<file path="src/rtl/seg7_scan_ctrl.sv">
// Multiplexed seven-segment scan controller with a double-buffered display word.
// Optional leading-zero suppression is enabled by defining SEG7_LZ_BLANK_EN.
module seg7_scan_ctrl #(
    parameter int N_DIGITS       = 8,
    parameter int DIV            = 50000,
    parameter int AN_ACTIVE_LOW  = 1,
    parameter int SEG_ACTIVE_LOW = 1
) (
    input  logic                    clk,
    input  logic                    Rst,
    input  logic [4*N_DIGITS-1:0]   din,
    input  logic                    load,
    input  logic [N_DIGITS-1:0]     blank_mask,
    input  logic [N_DIGITS-1:0]     dp,
    output logic [N_DIGITS-1:0]     an,
    output logic [6:0]              sev_out,
    output logic                    dp_out,
    output logic                    frame_done,
    output logic                    upd_pending
);

    localparam int IW = (N_DIGITS > 1) ? $clog2(N_DIGITS) : 1;
    localparam int PW = (DIV > 1) ? $clog2(DIV) : 1;
    localparam logic [N_DIGITS-1:0] AN_OFF  = (AN_ACTIVE_LOW != 0) ? {N_DIGITS{1'b1}} : {N_DIGITS{1'b0}};
    localparam logic [6:0]          SEG_OFF = (SEG_ACTIVE_LOW != 0) ? 7'h7F : 7'h00;
    localparam logic                DP_OFF  = (SEG_ACTIVE_LOW != 0);

    logic [PW-1:0]           r_presc;
    logic [IW-1:0]           r_idx;
    logic [4*N_DIGITS-1:0]   r_stage;
    logic [4*N_DIGITS-1:0]   r_shadow;
    logic                    r_pending;
    logic [N_DIGITS-1:0]     r_an;
    logic [6:0]              r_sev;
    logic                    r_dp;
    logic                    r_frame_done;

    logic                    w_tick;
    logic                    w_last;
    logic                    w_boundary;
    logic [IW-1:0]           w_idx_nxt;
    logic [4*N_DIGITS-1:0]   w_shadow_nxt;
    logic [3:0]              w_digit;
    logic                    w_blank_live;
    logic                    w_dp_sel;
    logic                    w_lz;
    logic                    w_blank;
    logic [6:0]              w_seg_al;
    logic [N_DIGITS-1:0]     w_an_on;
    logic [N_DIGITS-1:0]     w_an_nxt;
    logic [6:0]              w_sev_nxt;
    logic                    w_dp_nxt;

    assign w_tick     = (r_presc == PW'(DIV - 1));
    assign w_last     = (r_idx == IW'(N_DIGITS - 1));
    assign w_boundary = w_tick & w_last;
    assign w_idx_nxt  = w_last ? '0 : r_idx + IW'(1);

    // Value the shadow takes at this edge; digit 0 of a new frame reads it directly.
    always_comb begin
        w_shadow_nxt = r_shadow;
        if (w_boundary) begin
            if (load)
                w_shadow_nxt = din;
            else if (r_pending)
                w_shadow_nxt = r_stage;
        end
    end

    always_comb begin
        w_digit      = 4'h0;
        w_blank_live = 1'b0;
        w_dp_sel     = 1'b0;
        for (int i = 0; i < N_DIGITS; i++) begin
            if (IW'(i) == w_idx_nxt) begin
                w_digit      = w_shadow_nxt[4*i +: 4];
                w_blank_live = blank_mask[i];
                w_dp_sel     = dp[i];
            end
        end
    end

`ifdef SEG7_LZ_BLANK_EN
    logic [IW-1:0] w_lz_lim;
    always_comb begin
        w_lz_lim = '0;
        for (int i = 0; i < N_DIGITS; i++) begin
            if (w_shadow_nxt[4*i +: 4] != 4'h0)
                w_lz_lim = IW'(i);
        end
    end
    assign w_lz = (w_idx_nxt > w_lz_lim);
`else
    assign w_lz = 1'b0;
`endif

    assign w_blank = w_blank_live | w_lz;

    always_comb begin
        case (w_digit)
            4'h0: w_seg_al = 7'b0000001;
            4'h1: w_seg_al = 7'b1001111;
            4'h2: w_seg_al = 7'b0010010;
            4'h3: w_seg_al = 7'b0000110;
            4'h4: w_seg_al = 7'b1001100;
            4'h5: w_seg_al = 7'b0100100;
            4'h6: w_seg_al = 7'b0100000;
            4'h7: w_seg_al = 7'b0001111;
            4'h8: w_seg_al = 7'b0000000;
            4'h9: w_seg_al = 7'b0000100;
            4'hA: w_seg_al = 7'b0001000;
            4'hB: w_seg_al = 7'b1100000;
            4'hC: w_seg_al = 7'b0110001;
            4'hD: w_seg_al = 7'b1000010;
            4'hE: w_seg_al = 7'b0110000;
            default: w_seg_al = 7'b0111000;
        endcase
    end

    always_comb begin
        w_an_on   = w_blank ? '0 : (N_DIGITS'(1) << w_idx_nxt);
        w_an_nxt  = (AN_ACTIVE_LOW != 0) ? ~w_an_on : w_an_on;
        w_sev_nxt = w_blank ? SEG_OFF : ((SEG_ACTIVE_LOW != 0) ? w_seg_al : ~w_seg_al);
        w_dp_nxt  = (w_blank || !w_dp_sel) ? DP_OFF : ~DP_OFF;
    end

    always_ff @(posedge clk) begin
        if (Rst) begin
            r_presc      <= '0;
            r_idx        <= IW'(N_DIGITS - 1);
            r_stage      <= '0;
            r_shadow     <= '0;
            r_pending    <= 1'b0;
            r_an         <= AN_OFF;
            r_sev        <= SEG_OFF;
            r_dp         <= DP_OFF;
            r_frame_done <= 1'b0;
        end else begin
            r_presc      <= w_tick ? '0 : r_presc + PW'(1);
            r_frame_done <= w_boundary;
            r_shadow     <= w_shadow_nxt;
            if (w_tick) begin
                r_idx <= w_idx_nxt;
                r_an  <= w_an_nxt;
                r_sev <= w_sev_nxt;
                r_dp  <= w_dp_nxt;
            end
            // A load landing on the boundary goes straight to the shadow, so nothing stays pending.
            if (w_boundary)
                r_pending <= 1'b0;
            else if (load) begin
                r_stage   <= din;
                r_pending <= 1'b1;
            end
        end
    end

    assign an          = r_an;
    assign sev_out     = r_sev;
    assign dp_out      = r_dp;
    assign frame_done  = r_frame_done;
    assign upd_pending = r_pending;

endmodule

</file>
<file path="config.mk">
export PLATFORM = sky130hd
export DESIGN_NAME = seg7_scan_ctrl
export DESIGN_NICKNAME = d
export VERILOG_FILES = /design/src/rtl/seg7_scan_ctrl.sv
export SDC_FILE = /design/constraint.sdc
export NUM_CORES = 1
export LEC_CHECK = 0
export BUFFER_PORTS_ARGS = -buffer_cell sky130_fd_sc_hd__buf_4
export CAP_MARGIN = 20
export CORE_MARGIN = 4
export CORE_UTILIZATION = 25
export DETAILED_ROUTE_END_ITERATION = 7
export REMOVE_ABC_BUFFERS = 1
export SLEW_MARGIN = 40
export SYNTH_ARGS = -nofsm -noshare
export SYNTH_HDL_FRONTEND = slang
export SYNTH_SLANG_ARGS = --single-unit
</file>
<file path="constraint.sdc">
create_clock -name clk -period 9.9 [get_ports clk]
set_input_delay 1.98 -clock clk [delete_from_list [all_inputs] [get_ports clk]]
set_output_delay 1.98 -clock clk [all_outputs]
set_load 0.03 [all_outputs]
</file>
### After elaboration in Yosys (flattened, before gate mapping)

Memories as Yosys holds them, arrays and structs flattened.
Cells that the tools add are included.

* bits in registers: 101
* ROM bits: 112
* output and inout bits: 18
* word-level logic and storage cells: 62
* memories: 1

Memories
* (no name shown): depth 16, width 7, rd ports 1, clocked after Yosys merged registers in 0, write ports 0, RTL line 100 `case (w_digit)`

* add/subtract/negate cells: 2
* equality and inequality tests: 9
* shifts and indexed selects: 1
* multiplexer cells: 31
* bitwise logic cells: 3
* reductions and logical operators: 6

Operators with widths (count)
* $mux 32: 3
* $mux 4: 8
* $mux 1: 17
* $add 16x1->16 const B: 1
* $eq 16x16->1 const B: 1
* $eq 3x3->1 const A: 4
* $mux 8: 1
* $not 8->8: 1
* $shl 1x3->8 const A: 1
* $mux 7: 1
* $eq 2x3->1 const A: 2
* $reduce_or 2->1: 2
* $add 3x1->3 const B: 1
* $eq 1x3->1 const A: 1
* $eq 3x3->1 const B: 1
* $logic_not 3->1: 1
* $mux 3: 1
* $reduce_and 2->1: 1
* $and 1x1->1: 1
* $logic_not 1->1: 1
* $logic_or 1x1->1: 1
* $not 1->1: 1

### Logic depth before layout (Yosys ltp)

* word-level depth: 14
* mapped depth: 18
* gate-level depth less buffers: 15

### Worst setup path after synthesis

Ideal clock, no wire load.

* path kind: input port to flip-flop
* start point: in load
* end point: reg r_sev[3], in the netlist sev_out[3]
* setup time: 0.119 ns
* arrival: 4.427 ns
* required time: 9.781 ns
* setup slack: 5.355 ns
* stages on the path: 13
* buffers on the path: 3
* cell sequence: buf_2 -> nor2b_1 -> clkbuf_1 -> clkbuf_1 -> a32o_1 -> a221oi_1 -> a221oi_1 -> a211oi_2 -> inv_1 -> ha_1 -> mux2_1 -> nor3_2 -> nor3_2

* longest elaborated chain between the ends: 12

RTL lines
* from (decl): RTL line 12 `input logic load,`
* $mux 32 (*): RTL line 63 `if (load)`
* $mux 32 (*): RTL line 62 `if (w_boundary) begin`
* $mux 4 (7 in a row): RTL line 75 `if (IW'(i) == w_idx_nxt) begin`
* $mux 4 (*): RTL line 75
* $mem_v2 16x7 (*)
* $mux 7 (*): RTL line 123 `w_sev_nxt = w_blank ? SEG_OFF : ((SEG_ACTIVE_LOW != 0) ? w_seg_al : ~w_seg_al);`
* to (signal assigned): RTL line 145 `r_sev <= w_sev_nxt;`
* to (decl): RTL line 34 `logic [6:0] r_sev;`

Every way passes the cells marked *; elsewhere a longest branch is shown, timed or not.
A chain may end at the register's enable or synchronous reset.

### Worst setup path after layout

Ends and elaborated chain as after synthesis.

==> impl_metrics.ini <==
[pwr]
p_leak_nw = 2.31
sw_frac_of_total = 0.246
p_switching_w = 0.000208
power_frac_clock = 0.431
powerDensity_mw_per_mm2 = 136
combPwrFrac = 0.070
seqPwrFrac = 0.499
p_int_w = 0.000637
vdd_drop_max_mv = 0.0867

[logic_synthesis]
ys_seq_area_frac = 0.389
yosys.area.top_type_share = 0.389
netlist_instances = 671
yosys-top-cells-area = dfxtp_1 (39%), nand2_1 (7.9%), a31oi_1 (5.9%)
async_reset_ff_frac = 0
synth_cell_types = 63
synth-edff-count = 0
ys_warn_count = 0
syn_avg_cell_area_sq_um = 7.75
synth_top_area_cell = dfxtp_1
ys.flop_type = dfxtp_1
synth_area_sq_mm = 0.00520
synth_seq_cells = 101

[critical_path]
end_kind = flop
cp_cell_sequence = buf_4 > nor2b_1 > buf_4 > a32o_1 > a221oi_1 > a221oi_1 > a211oi_2 > inv_1 > ha_1 > mux2_1 > nor3_2 > nor3_2
cp-start-kind = input pin
cp.required_ns = 10.14
cpPeakStageDelay_ns = 0.48
path_buf_inv = 3
cp_max_fo = 46
cp_slowest_cell = a211oi_2
crit_family = compound AO/OA/AOI/OAI gates
path_class = input pin to flop
worst-endpoint-arrival_ns = 5.01

[sta]
report.final.slew_viol_count = 0
tns_ns = 0
fin_skew_ns = 0.00961
rsz0062_at_grt = false
post-route-min-period_ns = 4.77
worstMarginPinSlew_ns = 0.788
period_share = 0.481
clock.fmax_mhz = 210
setup_viol = 0
max_slew_margin = 0.475
hold_viol_final = 0

[worst_hold_path]
hold_class = flop to flop

[cells_and_area]
drive_above_1_share = 0.154
finalNetCount = 771
area_delta_synth_final_pct = 19.2
fin_util = 0.304
n_antenna_cell = 0

[die]
row_count = 52
start_util = 0.255
core-area_sq_mm = 0.0204
die_y_microns = 152
ios = 69
fp.dieArea_sq_mm = 0.0232
die_w_microns = 152

[clock_tree]
cts_hold_buf = 0
clk_pin_slew_worst_paths_ns = 0.07
cts_root_buffer = clkbuf_16
clock_path_buffers = 2
htree_levels = 3
clk_latency_ns = 0.36
cts_resized = 0
postCtsSetupBuffers = 0
clkSinkCount = 101
cts_buffers = 9
tritoncts = done

[place]
io_buffer_count = 68
gp_congestion = 0.849
dp_hpwl_microns = 10800

[detailed_routing]
wirelength_microns = 15600
dr.pass1.iters = 5
drc_errors = 0
drtAntennaViolNets = 0
first_iter_violations = 294
vias = 4941
wl_per_cell_microns = 15.9
via_per_inst = 5.03

[grt]
globalRouteMet2Util = 0.203
first_global_vias = 4678
grt_busiest_layer = met2
met1_usage = 0.181
antenna_found_initial = 0
grt.overflow.total = 0
gr-usage-all-layers = 0.132
grt_max_degree = 71
met3_usage = 0.0344
grt_pass1_wl_microns = 25200

[outcome]
run_status = complete, no violations

[job]
maxCapViolCount = 0
[per-stage QoR]
stage	cells	area (sq um)	power [W]	worst slack, ns	hold WS (ns)
after global placement	964	5870	0.000490	4.85	0.425
after global routing	982	6200	0.000877	4.92	0.471
after detailed placement	964	5880	0.000491	4.79	0.441
final	982	6200	0.000845	5.13	0.447
after floorplan	619	4960	0.000453	5.52	0.413
after CTS	980	6180	0.000855	5.16	0.451
[power groups by stage]
stage               clock (W)  combinational [W]  sequential [W]
floorplan                   0          0.0000241        0.000429
global placement            0          0.0000594        0.000431
detailed placement          0          0.0000600        0.000431
CTS                  0.000373          0.0000601        0.000421
global route         0.000388          0.0000665        0.000423
finish               0.000364          0.0000592        0.000422
[final timing paths]
check	from	endpoint	slack, ns	depth (start not counted)
setup reg to reg	r_presc[6]$_SDFF_PP0_	sev_out[3]$_SDFFE_PP1N_	5.76	12
setup / recovery	load	sev_out[3]$_SDFFE_PP1N_	5.13	12
hold reg to reg	r_presc[0]$_SDFF_PP0_	r_presc[0]$_SDFF_PP0_	0.45	1
hold / removal	r_presc[0]$_SDFF_PP0_	r_presc[0]$_SDFF_PP0_	0.45	1
[layout make-up]
cell class / instances / area [sq um]
timing repair buffer: 77 / 582
clock inverter: 7 / 73.8
multi-input combinational: 482 / 2820
inverter: 36 / 135
fill: 2204 / 14200
sequential: 101 / 2020
clock buffer: 9 / 225
tap: 270 / 338
[cells by family after synthesis]
logic type,Yosys count,synth area share
AOI/OAI and AO/OA,186,0.242
xor gates and xnor gates,14,0.0236
adders and majority gates,13,0.0313
buffers and inverters,88,0.0726
DFF,101,0.389
muxes,5,0.00986
and+or+nand+nor,264,0.232
[cells in the mapped netlist, types with 3 or more instances]
library cell,instances
nor4_1,3
o311ai_0,3
o21ai_0,20
a41oi_1,9
inv_1,36
and2_1,3
and4_1,4
nand2_1,109
a21oi_1,44
buf_2,8
a221oi_1,5
and3_1,11
nor3_1,7
xnor2_1,7
a211oi_1,5
mux2i_1,4
xor2_1,7
ha_1,13
dfxtp_1,101
buf_6,4
clkbuf_1,35
nor2_1,75
buf_1,3
nand3_1,27
o211ai_1,7
o22ai_1,8
a31oi_1,49
a32oi_1,13
nand4_1,8
[cell usage in the layout (no fill, tap or decap), types with 11 or more instances in the layout]
cell type,synthesis,routed
inv_1,36,36
and3_1,11,11
nand3_1,27,27
a32oi_1,13,13
ha_1,13,13
buf_4,2,76
a21oi_1,44,44
nand2_1,109,108
dfxtp_1,101,100
a31oi_1,49,49
o21ai_0,20,20
nor2_1,75,74
[layer usage]
metal / routed length (microns) / part of all wire / up-vias
li1: - / - / 2469
met5: 0 / 0 / -
met3: 1010 / 0.065 / 16
met1: 7410 / 0.48 / 2311
met2: 6960 / 0.45 / 145
met4: 211 / 0.014 / 0
[flip-flops by register name, indices dropped and copies added, names as in the netlist]
| signal | count |
|---|---|
| r_stage | 32 |
| sev_out | 7 |
| r_presc | 16 |
| r_shadow | 32 |
| an | 8 |
| dp_out | 1 |
| r_idx | 3 |
| frame_done | 1 |
| upd_pending | 1 |
Power figures use the tool's default switching activity.
